<file path="src/rtl/wb_ctrl_master.sv">
// wb_ctrl_master: self-running Wishbone B3 classic single-beat bus exerciser.
// After reset it writes a pass-stamped pattern to NUM_WORDS consecutive words,
// reads the block back and compares, then pauses and repeats forever.
// Mismatches and ack timeouts are reported on sticky flags; pass_o counts
// completed write/read passes.

module wb_ctrl_master #(
   parameter int unsigned STARTUP_CYCLES = 32,      // idle edges after reset before first strobe
   parameter int unsigned NUM_WORDS      = 8,       // words per pass (1..1024)
   parameter logic [11:0] BASE_ADR       = 12'h000, // byte address of word 0
   parameter int unsigned GAP_CYCLES     = 1,       // idle cycles between transactions (>=1)
   parameter int unsigned PAUSE_CYCLES   = 16,      // extra idle cycles between passes (>=1)
   parameter int unsigned TIMEOUT        = 255      // strobe cycles allowed before giving up
) (
   input  logic        clk50,
   input  logic        arst_n,
   output logic [11:0] wb_adr_o,
   output logic [31:0] wb_dat_o,
   input  logic [31:0] wb_dat_i,
   output logic        wb_we_o,
   output logic [3:0]  wb_sel_o,
   output logic        wb_stb_o,
   input  logic        wb_ack_i,
   output logic        wb_cyc_o,
   output logic        err_o,
   output logic        timeout_o,
   output logic [15:0] pass_o
);

   // ------------------------------------------------------------------
   // Sizing
   // ------------------------------------------------------------------
   localparam int unsigned WORD_W = (NUM_WORDS > 1) ? $clog2(NUM_WORDS) : 1;
   localparam int unsigned CNT_W  = 16;

   localparam logic [WORD_W-1:0] LAST_WORD    = WORD_W'(NUM_WORDS - 1);
   localparam logic [CNT_W-1:0]  STARTUP_LAST = CNT_W'(STARTUP_CYCLES - 1);
   localparam logic [CNT_W-1:0]  GAP_LAST     = CNT_W'(GAP_CYCLES - 1);
   localparam logic [CNT_W-1:0]  PAUSE_LAST   = CNT_W'(PAUSE_CYCLES - 1);
   localparam logic [CNT_W-1:0]  TMO_LAST     = CNT_W'(TIMEOUT - 1);

   typedef enum logic [2:0] {
      S_WAIT,    // startup delay after reset
      S_WR,      // write strobe for word_q
      S_WR_GAP,  // idle between writes
      S_RD,      // read strobe for word_q
      S_RD_GAP,  // idle between reads
      S_PAUSE    // idle between passes
   } state_t;

   // ------------------------------------------------------------------
   // State and datapath registers
   // ------------------------------------------------------------------
   state_t            state_q, state_d;
   logic [CNT_W-1:0]  cnt_q, cnt_d;      // delay counter, or strobe-cycle counter while strobing
   logic [WORD_W-1:0] word_q, word_d;    // word index within the pass
   logic [15:0]       pass_q, pass_d;    // completed pass count

   // Next values of the registered bus/status outputs
   logic [11:0] adr_d;
   logic [31:0] dat_d;
   logic        we_d;
   logic [3:0]  sel_d;
   logic        stb_d;
   logic        err_d;
   logic        tmo_d;

   // Strobe-phase events
   logic        strobing;
   logic        acked;
   logic        timed_out;
   logic [31:0] expected;

   // A transaction ends either on ack or when the strobe has been up TIMEOUT cycles.
   // Ack outside a strobe is ignored because strobing gates it.
   assign strobing  = (state_q == S_WR) || (state_q == S_RD);
   assign acked     = strobing && wb_ack_i;
   assign timed_out = strobing && !wb_ack_i && (cnt_q == TMO_LAST);

   // Read-back reference: the pattern written to this address in this pass.
   assign expected  = {pass_q, 4'h0, wb_adr_o};

   // Byte address of a word index, wrapping mod 4096.
   function automatic logic [11:0] word_adr(input logic [WORD_W-1:0] idx);
      return BASE_ADR + 12'({idx, 2'b00});
   endfunction

   // State register: FSM state, counters and pass count.
   // NOTE: sequential state always uses non-blocking assignments so every flop
   // samples pre-edge values regardless of block ordering.
   always_ff @(posedge clk50 or negedge arst_n) begin
      if (!arst_n) begin
         state_q <= S_WAIT;
         cnt_q   <= '0;
         word_q  <= '0;
         pass_q  <= '0;
      end else begin
         state_q <= state_d;
         cnt_q   <= cnt_d;
         word_q  <= word_d;
         pass_q  <= pass_d;
      end
   end

   // Next-state logic: sequencing through write block, read block and pause.
   // NOTE: every variable gets a default at the top of the comb block so no
   // path leaves it unassigned and no latch is inferred.
   always_comb begin
      state_d = state_q;
      cnt_d   = cnt_q + 1'b1;
      word_d  = word_q;
      pass_d  = pass_q;

      unique case (state_q)
         S_WAIT: begin
            if (cnt_q == STARTUP_LAST) begin
               state_d = S_WR;
               cnt_d   = '0;
               word_d  = '0;
            end
         end

         S_WR: begin
            if (acked || timed_out) begin
               state_d = S_WR_GAP;
               cnt_d   = '0;
            end
         end

         S_WR_GAP: begin
            if (cnt_q == GAP_LAST) begin
               cnt_d = '0;
               if (word_q == LAST_WORD) begin
                  state_d = S_RD;
                  word_d  = '0;
               end else begin
                  state_d = S_WR;
                  word_d  = word_q + 1'b1;
               end
            end
         end

         S_RD: begin
            if (acked || timed_out) begin
               state_d = S_RD_GAP;
               cnt_d   = '0;
            end
         end

         S_RD_GAP: begin
            if (cnt_q == GAP_LAST) begin
               cnt_d = '0;
               if (word_q == LAST_WORD) begin
                  // Pass complete: count it as we enter the pause.
                  state_d = S_PAUSE;
                  word_d  = '0;
                  pass_d  = pass_q + 16'd1;
               end else begin
                  state_d = S_RD;
                  word_d  = word_q + 1'b1;
               end
            end
         end

         S_PAUSE: begin
            if (cnt_q == PAUSE_LAST) begin
               state_d = S_WR;
               cnt_d   = '0;
            end
         end

         default: begin
            state_d = S_WAIT;
            cnt_d   = '0;
            word_d  = '0;
         end
      endcase
   end

   // Output logic: next bus values derived from the next state, plus sticky flags.
   always_comb begin
      adr_d = wb_adr_o;        // address holds after a transaction ends
      dat_d = '0;
      we_d  = 1'b0;
      sel_d = 4'h0;
      stb_d = 1'b0;
      err_d = err_o;
      tmo_d = timeout_o | timed_out;

      // Compare only genuinely acked reads; a timed-out read has no data.
      if ((state_q == S_RD) && acked && (wb_dat_i != expected)) begin
         err_d = 1'b1;
      end

      if (state_d == S_WR) begin
         stb_d = 1'b1;
         we_d  = 1'b1;
         sel_d = 4'hF;
         adr_d = word_adr(word_d);
         dat_d = {pass_d, 4'h0, word_adr(word_d)};
      end else if (state_d == S_RD) begin
         stb_d = 1'b1;
         sel_d = 4'hF;
         adr_d = word_adr(word_d);
      end
   end

   // Output register: all bus and status outputs come straight from flops.
   always_ff @(posedge clk50 or negedge arst_n) begin
      if (!arst_n) begin
         wb_adr_o  <= '0;
         wb_dat_o  <= '0;
         wb_we_o   <= 1'b0;
         wb_sel_o  <= '0;
         wb_stb_o  <= 1'b0;
         wb_cyc_o  <= 1'b0;
         err_o     <= 1'b0;
         timeout_o <= 1'b0;
      end else begin
         wb_adr_o  <= adr_d;
         wb_dat_o  <= dat_d;
         wb_we_o   <= we_d;
         wb_sel_o  <= sel_d;
         wb_stb_o  <= stb_d;
         wb_cyc_o  <= stb_d;   // single-beat: cycle and strobe are identical
         err_o     <= err_d;
         timeout_o <= tmo_d;
      end
   end

   assign pass_o = pass_q;

endmodule

</file>
<file path="config.mk">
export PLATFORM = sky130hd
export DESIGN_NAME = wb_ctrl_master
export DESIGN_NICKNAME = d
export VERILOG_FILES = /design/src/rtl/wb_ctrl_master.sv
export SDC_FILE = /design/constraint.sdc
export NUM_CORES = 1
export LEC_CHECK = 0
export BUFFER_PORTS_ARGS = -buffer_cell sky130_fd_sc_hd__buf_4
export CAP_MARGIN = 0
export CORE_AREA = 5 5 124 126
export DETAILED_ROUTE_END_ITERATION = 7
export DIE_AREA = 0 0 129 131
export GPL_TIMING_DRIVEN = 0
export HOLD_SLACK_MARGIN = 0.12
export PLACE_DENSITY = 0.54
export SLEW_MARGIN = 30
export SYNTH_ARGS = -nofsm -noshare
export SYNTH_HDL_FRONTEND = slang
export SYNTH_SLANG_ARGS = --single-unit
</file>
<file path="constraint.sdc">
create_clock -name clk50 -period 3.2 [get_ports clk50]
set_input_delay 0.32 -clock clk50 [delete_from_list [all_inputs] [get_ports clk50]]
set_output_delay 0.32 -clock clk50 [all_outputs]
set_load 0.05 [all_outputs]
</file>
==> results.json, run 1 <==
{
  "status": "finished, final reports clean",
  "timing.final.ws_setup_ns": 0.514,
  "finalSetupViolCount": 0,
  "final_antenna_net_count": 0,
  "pre_cts_slack_ns": 0.568,
  "grt_first_pass_wirelength_mm": 13.6,
  "drc": 0,
  "avgSynthCellArea_um2": 10.8,
  "layout_common_cells": "109 x buf_4, 64 x dfrtp_1, 32 x nor2_1, 27 x xor2_1, 22 x conb_1",
  "ys.warnings.count": 0,
  "rsz0062_at_grt": "no",
  "cp-endpoint": "wb_dat_o[21]",
  "slew_headroom_pct": 46.0,
  "portBuffers": 81,
  "wire_per_inst_um": 13.9,
  "swShare_pct": 39.0,
  "syn_inst": 318,
  "synth_edf_count": 0,
  "first_pass_iters": 5,
  "cts_max_path_buffers": 2,
  "hold_path.class": "input port to asynchronous set/reset pin",
  "end_kind": "flop",
  "vias": 2640,
  "power_frac_clock_pct": 30.8,
  "rr_startpoint": "cnt_q[0]",
  "layout-drive-gt1-share_pct": 34.9,
  "rr_worst_depth": 9,
  "ys_ff_latch": 64,
  "gp_congestion": 0.826,
  "final_common_cell": "buf_4",
  "switchingPower_uw": 1290,
  "grt-ovfl-total": 0,
  "die_x_um": 129,
  "utilization_pct": 32.8,
  "die_height_um": 131,
  "r2r_end": "wb_dat_o[21]",
  "n_antenna_cell": 0,
  "fin_crit_ns": 2.69,
  "cp.arrival_ns": 2.91,
  "cp-start-kind": "flop",
  "fp-row-count": 44,
  "path_clk_slew_ns": 0.06,
  "nets": 472,
  "synth_ff_type": "dfrtp_1",
  "power_leakage_uw": 0.00225,
  "drv_slew": 0,
  "finalSetupTns_ns": 0,
  "hpwl_mm": 6.55,
  "cts_tree": "yes",
  "worstPathMaxFanout": 10,
  "areaGrowthSynthToFinish_pct": 35.8,
  "drv_cap": 0,
  "synth_cell_type_count": 50,
  "tightest_slew_ns": 0.809,
  "p_int_uw": 2020,
  "clk_latency_ns": 0.33,
  "vdd_ir_drop_max_mv": 0.322,
  "comb_power_share_pct": 40.5,
  "dieArea_mm2": 0.0169,
  "max_freq_ghz": 0.372,
  "fin_worst_skew_ns": 0.00654,
  "ios": 104,
  "ys_async_sr_fraction_pct": 100,
  "power_density_mw_per_mm2": 713,
  "clkSinkCount": 64,
  "routed_wl_mm": 8.63,
  "start_util_pct": 24.1,
  "viasPerCell": 4.26,
  "startpoint": "cnt_q[0]",
  "fin_crit_sh_pct": 83.9,
  "core_mm2": 0.0142,
  "netlist_area_mm2": 0.00343,
  "grt_usage_pct": 10.3,
  "cts_resized": 0,
  "ff2ff_setup_slack_ns": 0.51,
  "antenna_found_initial": 0,
  "htreeDepth": 3,
  "p_seq_share_pct": 28.7,
  "hold_viol": 0,
  "cts_hold_buf": 0,
  "crit_required_ns": 3.43,
  "fin_total_pwr_uw": 3320,
  "cts_buffers": 9,
  "grt_start_max_net_pins": 65,
  "drt_iter0_markers": 175,
  "critPathKind": "flop to flop",
  "post-cts-setup-buffers": 0,
  "yosysSeqAreaShare_pct": 46.7,
  "grt_pass1_vias": 2639,
  "cts-root-buf": "clkbuf_16"
}
==> routing by layer <==
layer	global-route usage [%]	up-vias	wire length [um]
met3	3.46	7	741
met5	0	-	0
li1	-	1271	-
met1	12.5	1258	3660
met4	2.59	0	78
met2	17.5	104	4150
==> area by class of cell <==
type	instances	area (um2)
plain buffers	37	264
multi-input cells	230	1610
clock inverters	6	85.1
well taps	184	230
clock buffers	9	225
repair buffers	81	608
inverters	8	30.0
fillers	1451	9550
flip-flops and latches	64	1600
==> cell usage after synthesis, drive strengths merged (6+ instances only) <==
cell | count | area share [%]
inv | 8 | 0.88
nor4 | 12 | 3.5
xnor2 | 21 | 5.4
buf | 34 | 7.4
nor3b | 21 | 5.2
nand2 | 11 | 1.2
xor2 | 27 | 6.9
nand4 | 11 | 2.4
dfrtp | 64 | 47
ha | 6 | 2.2
nor2 | 33 | 3.7
nor3 | 11 | 1.9
nand3 | 14 | 2.0
==> cells by family (layout without fill, tap and decap cells) <==
logic type	count (synthesis)	in the layout	synth area share, %
fa+ha+maj	7	7	2.52
xor+xnor	48	48	12.3
simple gates	130	130	23.9
compound gates	18	18	4.31
mux	5	5	1.61
flops	64	64	46.7
other cells	1	22	0.109
buf+inv	45	141	8.58
==> power groups by stage <==
| stage | Combinational [uW] | Sequential [uW] | Clock (uW) |
|---|---|---|---|
| 2_1_floorplan | 892 | 1050 | 0 |
| 3_3_place_gp | 1340 | 961 | 0 |
| 3_5_place_dp | 1360 | 966 | 0 |
| 4_1_cts | 1360 | 953 | 1040 |
| 5_1_grt | 1450 | 964 | 1090 |
| 6_report | 1340 | 952 | 1020 |
==> worst min-delay path by stage <==
stage | to | start | depth (start not counted)
after floorplan | cnt_q[0] | arst_n | 0
after global placement | timeout_o | timeout_o | 1
after detailed placement | timeout_o | timeout_o | 1
after CTS | pass_o[3] | arst_n | 1
after global routing | pass_o[3] | arst_n | 1
final | pass_o[3] | arst_n | 1
==> state kept, by name, indices dropped and copies added, names as in the netlist <==
register and count:
word_q 3, wb_dat_o 19, state_q 3, wb_sel_o 1, pass_o 16, wb_adr_o 3, cnt_q 16, wb_we_o 1
timeout_o 1, err_o 1
==> stage by stage <==
step,hold WS (ns),cell area (um2),std cells
after floorplan,0.0244,3500,339
after global placement,0.451,4340,604
after detailed placement,0.449,4340,604
after CTS,0.126,4650,619
after global routing,0.157,4650,619
final,0.0810,4650,619
==> critical path, stage by stage, from the launching register on <==
cell,delay (ns)
dfrtp_1,0.42
inv_1,0.10
ha_1,0.14
nor3b_1,0.41
nand4_1,0.27
nor2_1,0.29
mux2i_1,0.21
o211ai_1,0.16
clkbuf_1,0.30
nor3b_1,0.27
Power figures use the tool's default switching activity.
==> inputs of run 2 (changes only) <==
==> constraint.sdc (replaced) <==
create_clock -name clk50 -period 2.8 [get_ports clk50]
set_input_delay 0.28 -clock clk50 [delete_from_list [all_inputs] [get_ports clk50]]
set_output_delay 0.28 -clock clk50 [all_outputs]
set_load 0.05 [all_outputs]
==> run 2 against run 1 <==
Net effect: combinational power grew 15%; cell count grew 0.16%; non-clock buffer count grew 1; register-to-register slack got worse by 0.23 ns; worst hold slack improved by 0.17 ns; via count decreased by 1.1%; first-iteration DRC count up 1.1%; die area did not move; largest power group unchanged; highest routed layer unchanged.
==> results.json, run 2 (synthesized netlist as in run 1, its figures left out) <==
{
  "status": "finished, final reports clean",
  "portBuffers": 81,
  "n_antenna_cell": 0,
  "nets": 473,
  "clkSinkCount": 64,
  "vdd_ir_drop_max_mv": 0.364,
  "whs_ns": 0.254,
  "fp-row-count": 44,
  "start_util_pct": 24.1,
  "post-cts-setup-buffers": 0,
  "rsz0062_at_grt": "no",
  "drv_cap": 0,
  "regMostFlops": "wb_dat_o",
  "die_x_um": 129,
  "slew_headroom_pct": 45.9,
  "tightest_slew_ns": 0.811,
  "finalSetupTns_ns": 0,
  "grt_first_pass_wirelength_mm": 13.6,
  "path_clk_slew_ns": 0.06,
  "grt_pass1_vias": 2639,
  "hold_viol": 0,
  "viasPerCell": 4.21,
  "crit_required_ns": 3.00,
  "drv_slew": 0,
  "drc": 0,
  "dieArea_mm2": 0.0169,
  "die_height_um": 131,
  "critPathKind": "flop to flop",
  "power_density_mw_per_mm2": 814,
  "final_antenna_net_count": 0,
  "fin_crit_ns": 2.52,
  "finalSetupViolCount": 0,
  "cts_buffers": 9,
  "whs_path_depth": 2,
  "cp.arrival_ns": 2.72,
  "max_freq_ghz": 0.397,
  "final_common_cell": "buf_4",
  "hold_path.class": "input port to flop",
  "cts_tree": "yes",
  "fin_total_pwr_uw": 3800,
  "ios": 104,
  "cp-start-kind": "flop",
  "hpwl_mm": 6.55,
  "cts-root-buf": "clkbuf_16",
  "cts_max_path_buffers": 2,
  "antenna_found_initial": 0,
  "final_area_mm2": 0.00467,
  "multi_input_area_mm2": 0.00161,
  "layout-drive-gt1-share_pct": 35.3,
  "fin_crit_sh_pct": 89.9,
  "drt_iter0_markers": 177,
  "wire_per_inst_um": 14.0,
  "worstPathMaxFanout": 10,
  "power_leakage_uw": 0.00226,
  "grt_start_max_net_pins": 65,
  "end_kind": "flop",
  "rr_worst_depth": 7,
  "areaGrowthSynthToFinish_pct": 36.3,
  "gp_congestion": 0.826,
  "n_fill_cell": 1450,
  "clk_latency_ns": 0.33,
  "place_area_mm2": 0.00434,
  "largest_reg_flops": 19,
  "htreeDepth": 3,
  "first_pass_iters": 4,
  "fin_worst_skew_ns": 0.00688,
  "layout_common_cells": "109 x buf_4, 64 x dfrtp_1, 32 x nor2_1, 27 x xor2_1, 22 x conb_1",
  "routed_wl_mm": 8.67,
  "grt_usage_pct": 10.3,
  "core_mm2": 0.0142,
  "vias": 2612,
  "grt-ovfl-total": 0,
  "seq_area_mm2": 0.00160
}
run 2: cell types whose count changed in the layout (fill, tap and decap cells not counted):
cell and change:
nor3b_1 -1, clkbuf_1 -1, clkbuf_2 +1, dlygate4sd3_1 +1
nor3b_2 +1
run 2: through the flow:
step / utilization (%) / std cells / worst slack [ns]
4_1_cts: 32.8 / 620 / 0.138
3_5_place_dp: 30.6 / 604 / 0.168
2_1_floorplan: - / 339 / 0.510
6_report: 32.9 / 620 / 0.282
3_3_place_gp: 30.6 / 604 / 0.232
5_1_grt: 32.9 / 620 / 0.117
run 2: critical path, cell delays in order (launching register included):
cell and delay [ns]:
dfrtp_1 0.43, or4_4 0.59, nor4_4 0.34, o21ai_2 0.14, a21bo_2 0.26, nor2_2 0.24, buf_2 0.30, nor2_1 0.08
run 2: what timing repair did:
| item | in CTS | in global routing |
|---|---|---|
| endpoints found under the hold margin | 64 | 0 |
| hold buffers | 1 | 0 |
| setup endpoints to repair | 0 | 10 |
| gates resized for setup | 0 | 3 |
run 2: where the power goes:
| group | total, uW | switching (uW) | internal (uW) |
|---|---|---|---|
| Combinational | 1540 | 1010 | 535 |
| Clock | 1170 | 399 | 770 |
| Sequential | 1090 | 73.6 | 1020 |
run 2: cell type report:
cell class,instances,share of cell area (%)
multi-input cells,230,34.6
flip-flops and latches,64,34.3
repair buffers,82,13.2
plain buffers,37,5.68
well taps,184,4.93
clock buffers,9,4.82
clock inverters,6,1.82
inverters,8,0.643
run 2: routing by layer:
metal,global-route usage [%],wire (um)
met5,0,0
met2,17.5,4160
met4,2.59,82
met3,3.46,748
met1,12.5,3670
run 2: path summary, 6_finish.rpt:
path                       slack, ns         to  startpoint
min reg2reg                     0.46  timeout_o   timeout_o
min in group asynchronous       0.59  pass_o[3]      arst_n
max reg2reg                     0.28   cnt_q[6]   cnt_q[12]
min                             0.25      err_o    wb_ack_i
max in group asynchronous       1.67   cnt_q[4]      arst_n
max                             0.28   cnt_q[6]   cnt_q[12]
==> inputs of run 3 (changes only) <==
--- a/config.mk
+++ b/config.mk
@@ -5,11 +5,12 @@
 export SDC_FILE = /design/constraint.sdc
 export NUM_CORES = 1
 export LEC_CHECK = 0
+export ABC_AREA = 1
 export BUFFER_PORTS_ARGS = -buffer_cell sky130_fd_sc_hd__buf_4
 export CAP_MARGIN = 0
-export CORE_AREA = 5 5 124 126
+export CORE_AREA = 5 5 127 129
 export DETAILED_ROUTE_END_ITERATION = 7
-export DIE_AREA = 0 0 129 131
+export DIE_AREA = 0 0 132 134
 export GPL_TIMING_DRIVEN = 0
 export HOLD_SLACK_MARGIN = 0.12
 export PLACE_DENSITY = 0.54
==> run 3 against run 2 <==
Net effect: routed wire length rose by 5.4%; critical path depth rose by 4; critical path type unchanged; non-clock buffer count fell by 4.
==> results.json, run 3 <==
{
  "status": "finished, final reports clean",
  "ff2ff_setup_slack_ns": 0.73,
  "grt_usage_pct": 10.5,
  "fin_worst_skew_ns": 0.00757,
  "drc": 0,
  "fin_total_pwr_uw": 3100,
  "final_area_mm2": 0.00488,
  "max_freq_ghz": 0.484,
  "ys_async_sr_fraction_pct": 100,
  "cp-start-kind": "flop",
  "nets": 617,
  "synth_top_family_by_area": "simple AND/OR/NAND/NOR gates",
  "timing.final.ws_setup_ns": 0.732,
  "drt_iter0_markers": 168,
  "final_common_cell": "buf_4",
  "finalSetupTns_ns": 0,
  "fin_crit_ns": 2.07,
  "areaGrowthSynthToFinish_pct": 33.7,
  "multi_input_area_mm2": 0.00160,
  "grt-ovfl-total": 0,
  "clk_latency_ns": 0.34,
  "whs_path_depth": 3,
  "avgSynthCellArea_um2": 7.91,
  "grt_first_pass_wirelength_mm": 15.0,
  "netlist_area_mm2": 0.00365,
  "dp.cells": 752,
  "rsz0062_at_grt": "no",
  "wire_per_inst_um": 11.9,
  "synth_xor_area_share_pct": 6.24,
  "syn_inst": 462,
  "yosysSeqAreaShare_pct": 43.9,
  "first_pass_iters": 5,
  "synthAdderAreaFrac_pct": 2.06,
  "crit_required_ns": 3.02,
  "vias": 3167,
  "power_leakage_uw": 0.00262,
  "drv_cap": 0,
  "n_antenna_cell": 0,
  "synth_top_area_share_pct": 43.9,
  "r2r_end": "cnt_q[7]",
  "gp_congestion": 0.906,
  "hpwl_mm": 7.13,
  "seq_area_mm2": 0.00160,
  "synth.area.mux_share_pct": 0,
  "critPathKind": "flop to flop",
  "rr_startpoint": "state_q[2]",
  "yosys.area_share.simple_pct": 28.8,
  "slew_headroom_pct": 46.2,
  "end_kind": "flop",
  "finalSetupViolCount": 0,
  "antenna_found_initial": 0,
  "portBuffers": 81,
  "layout_common_cells": "109 x buf_4, 90 x nand2_1, 75 x inv_1, 64 x dfrtp_1, 62 x nor2_1",
  "die_height_um": 134,
  "regMostFlops": "wb_dat_o",
  "min_to": "err_o",
  "final_cells": 769,
  "hold_viol": 0,
  "worstHoldStart": "wb_ack_i",
  "cts-root-buf": "clkbuf_16",
  "n_fill_cell": 1577,
  "grt_pass1_vias": 3174,
  "synth_edf_count": 0,
  "power_density_mw_per_mm2": 635,
  "routed_wl_mm": 9.13,
  "cp.arrival_ns": 2.29,
  "die_x_um": 132,
  "tightest_slew_ns": 0.807,
  "worstPathMaxFanout": 10,
  "rr_worst_depth": 11,
  "cts_buffers": 9,
  "start_util_pct": 24.5,
  "netlist_top_cells_area": "dfrtp_1 44%, nand2_1 9.2%, inv_1 7.7%, nor2_1 6.4%, buf_4 5.8%",
  "layout-drive-gt1-share_pct": 26.7,
  "path_clk_slew_ns": 0.05,
  "synth-compound-area-share_pct": 4.39,
  "ios": 104,
  "synth_ff_type": "dfrtp_1",
  "cts_max_path_buffers": 2,
  "fin_crit_sh_pct": 73.8,
  "pre_cts_slack_ns": 0.743,
  "final_antenna_net_count": 0,
  "place_area_mm2": 0.00457,
  "grt_start_max_net_pins": 65,
  "ys_ff_latch": 64,
  "ys.warnings.count": 0,
  "dieArea_mm2": 0.0177,
  "synth_top_area_cell": "dfrtp_1",
  "cts_tree": "yes",
  "yosysMostFrequentCell": "nand2_1",
  "vdd_ir_drop_max_mv": 0.294,
  "core_mm2": 0.0149,
  "fp-row-count": 45,
  "viasPerCell": 4.12,
  "largest_reg_flops": 19,
  "synth_cell_type_count": 34,
  "clkSinkCount": 64,
  "drv_slew": 0,
  "hold_path.class": "input port to flop",
  "htreeDepth": 3,
  "yosys-top-cells-count": "90 x nand2_1, 75 x inv_1, 64 x dfrtp_1"
}
## run 3: cell types whose count changed after synthesis, moves of 5 or more
cell,previous run,this run
xnor2_1,21,13
nor2_1,32,62
nor4_1,6,1
xor2_1,27,13
nor2_4,0,5
inv_1,8,75
nand3_1,14,29
nand2_1,11,90
o21ai_0,1,10
nor3b_1,17,0
nor4_2,5,0
nor2_2,1,14
a21o_1,5,0
## run 3: cells by family after synthesis
group | after synthesis
AOI/OAI and AO/OA | 25
xor gates and xnor gates | 26
adders and majority gates | 6
buffers and inverters | 109
DFF | 64
other | 1
and+or+nand+nor | 231
## run 3: per-layer routing
| layer | global-route usage [%] | vias up | wire [um] |
|---|---|---|---|
| met5 | 0 | - | 0 |
| met4 | 6.29 | 0 | 250 |
| met3 | 2.81 | 16 | 582 |
| met2 | 16.3 | 101 | 4120 |
| met1 | 13.0 | 1447 | 4180 |
| li1 | - | 1603 | - |
## run 3: final cells by class
class / count / share of cell area [%]
inverter: 76 / 5.84
tap: 188 / 4.82
clock buffer: 11 / 4.97
timing repair buffer: 82 / 12.7
buffer: 33 / 5.05
multi-input combinational: 310 / 32.7
clock inverter: 5 / 1.15
sequential: 64 / 32.8
## run 3: repair_timing
action,in CTS,in global routing
buffers inserted,0,0
hold endpoints to repair,64,0
hold buffers,1,0
resized for setup,0,0
## run 3: worst max path at each step
stage / startpoint / end / slack, ns / cells after the start
after floorplan: pass_o[0] / wb_dat_o[30] / 0.79 / 10
after global placement: state_q[2] / wb_we_o / 0.77 / 11
after detailed placement: state_q[2] / wb_we_o / 0.74 / 11
after CTS: state_q[2] / wb_we_o / 0.72 / 11
after global routing: word_q[0] / wb_dat_o[31] / 0.55 / 12
final: state_q[2] / cnt_q[7] / 0.73 / 11
## run 3: power by group
group / switching [uW] / internal, uW
sequential: 89.7 / 1010
clock: 410 / 711
combinational: 580 / 297
total: 1080 / 2020
## run 3: critical path, stage by stage (launching register included)
cell	delay, ns
dfrtp_1	0.44
inv_1	0.12
nand2_1	0.13
nor3_1	0.21
nand3_1	0.18
nand2_1	0.12
inv_1	0.06
nand2_1	0.08
nand2_1	0.06
nor2_2	0.26
buf_4	0.23
nor2_1	0.05
## run 3: metrics by stage
stage	utilization, %	hold WS (ns)
floorplan	-	-0.0156
global placement	30.7	0.431
detailed placement	30.7	0.441
CTS	32.7	0.242
global route	32.7	0.284
finish	32.7	0.242
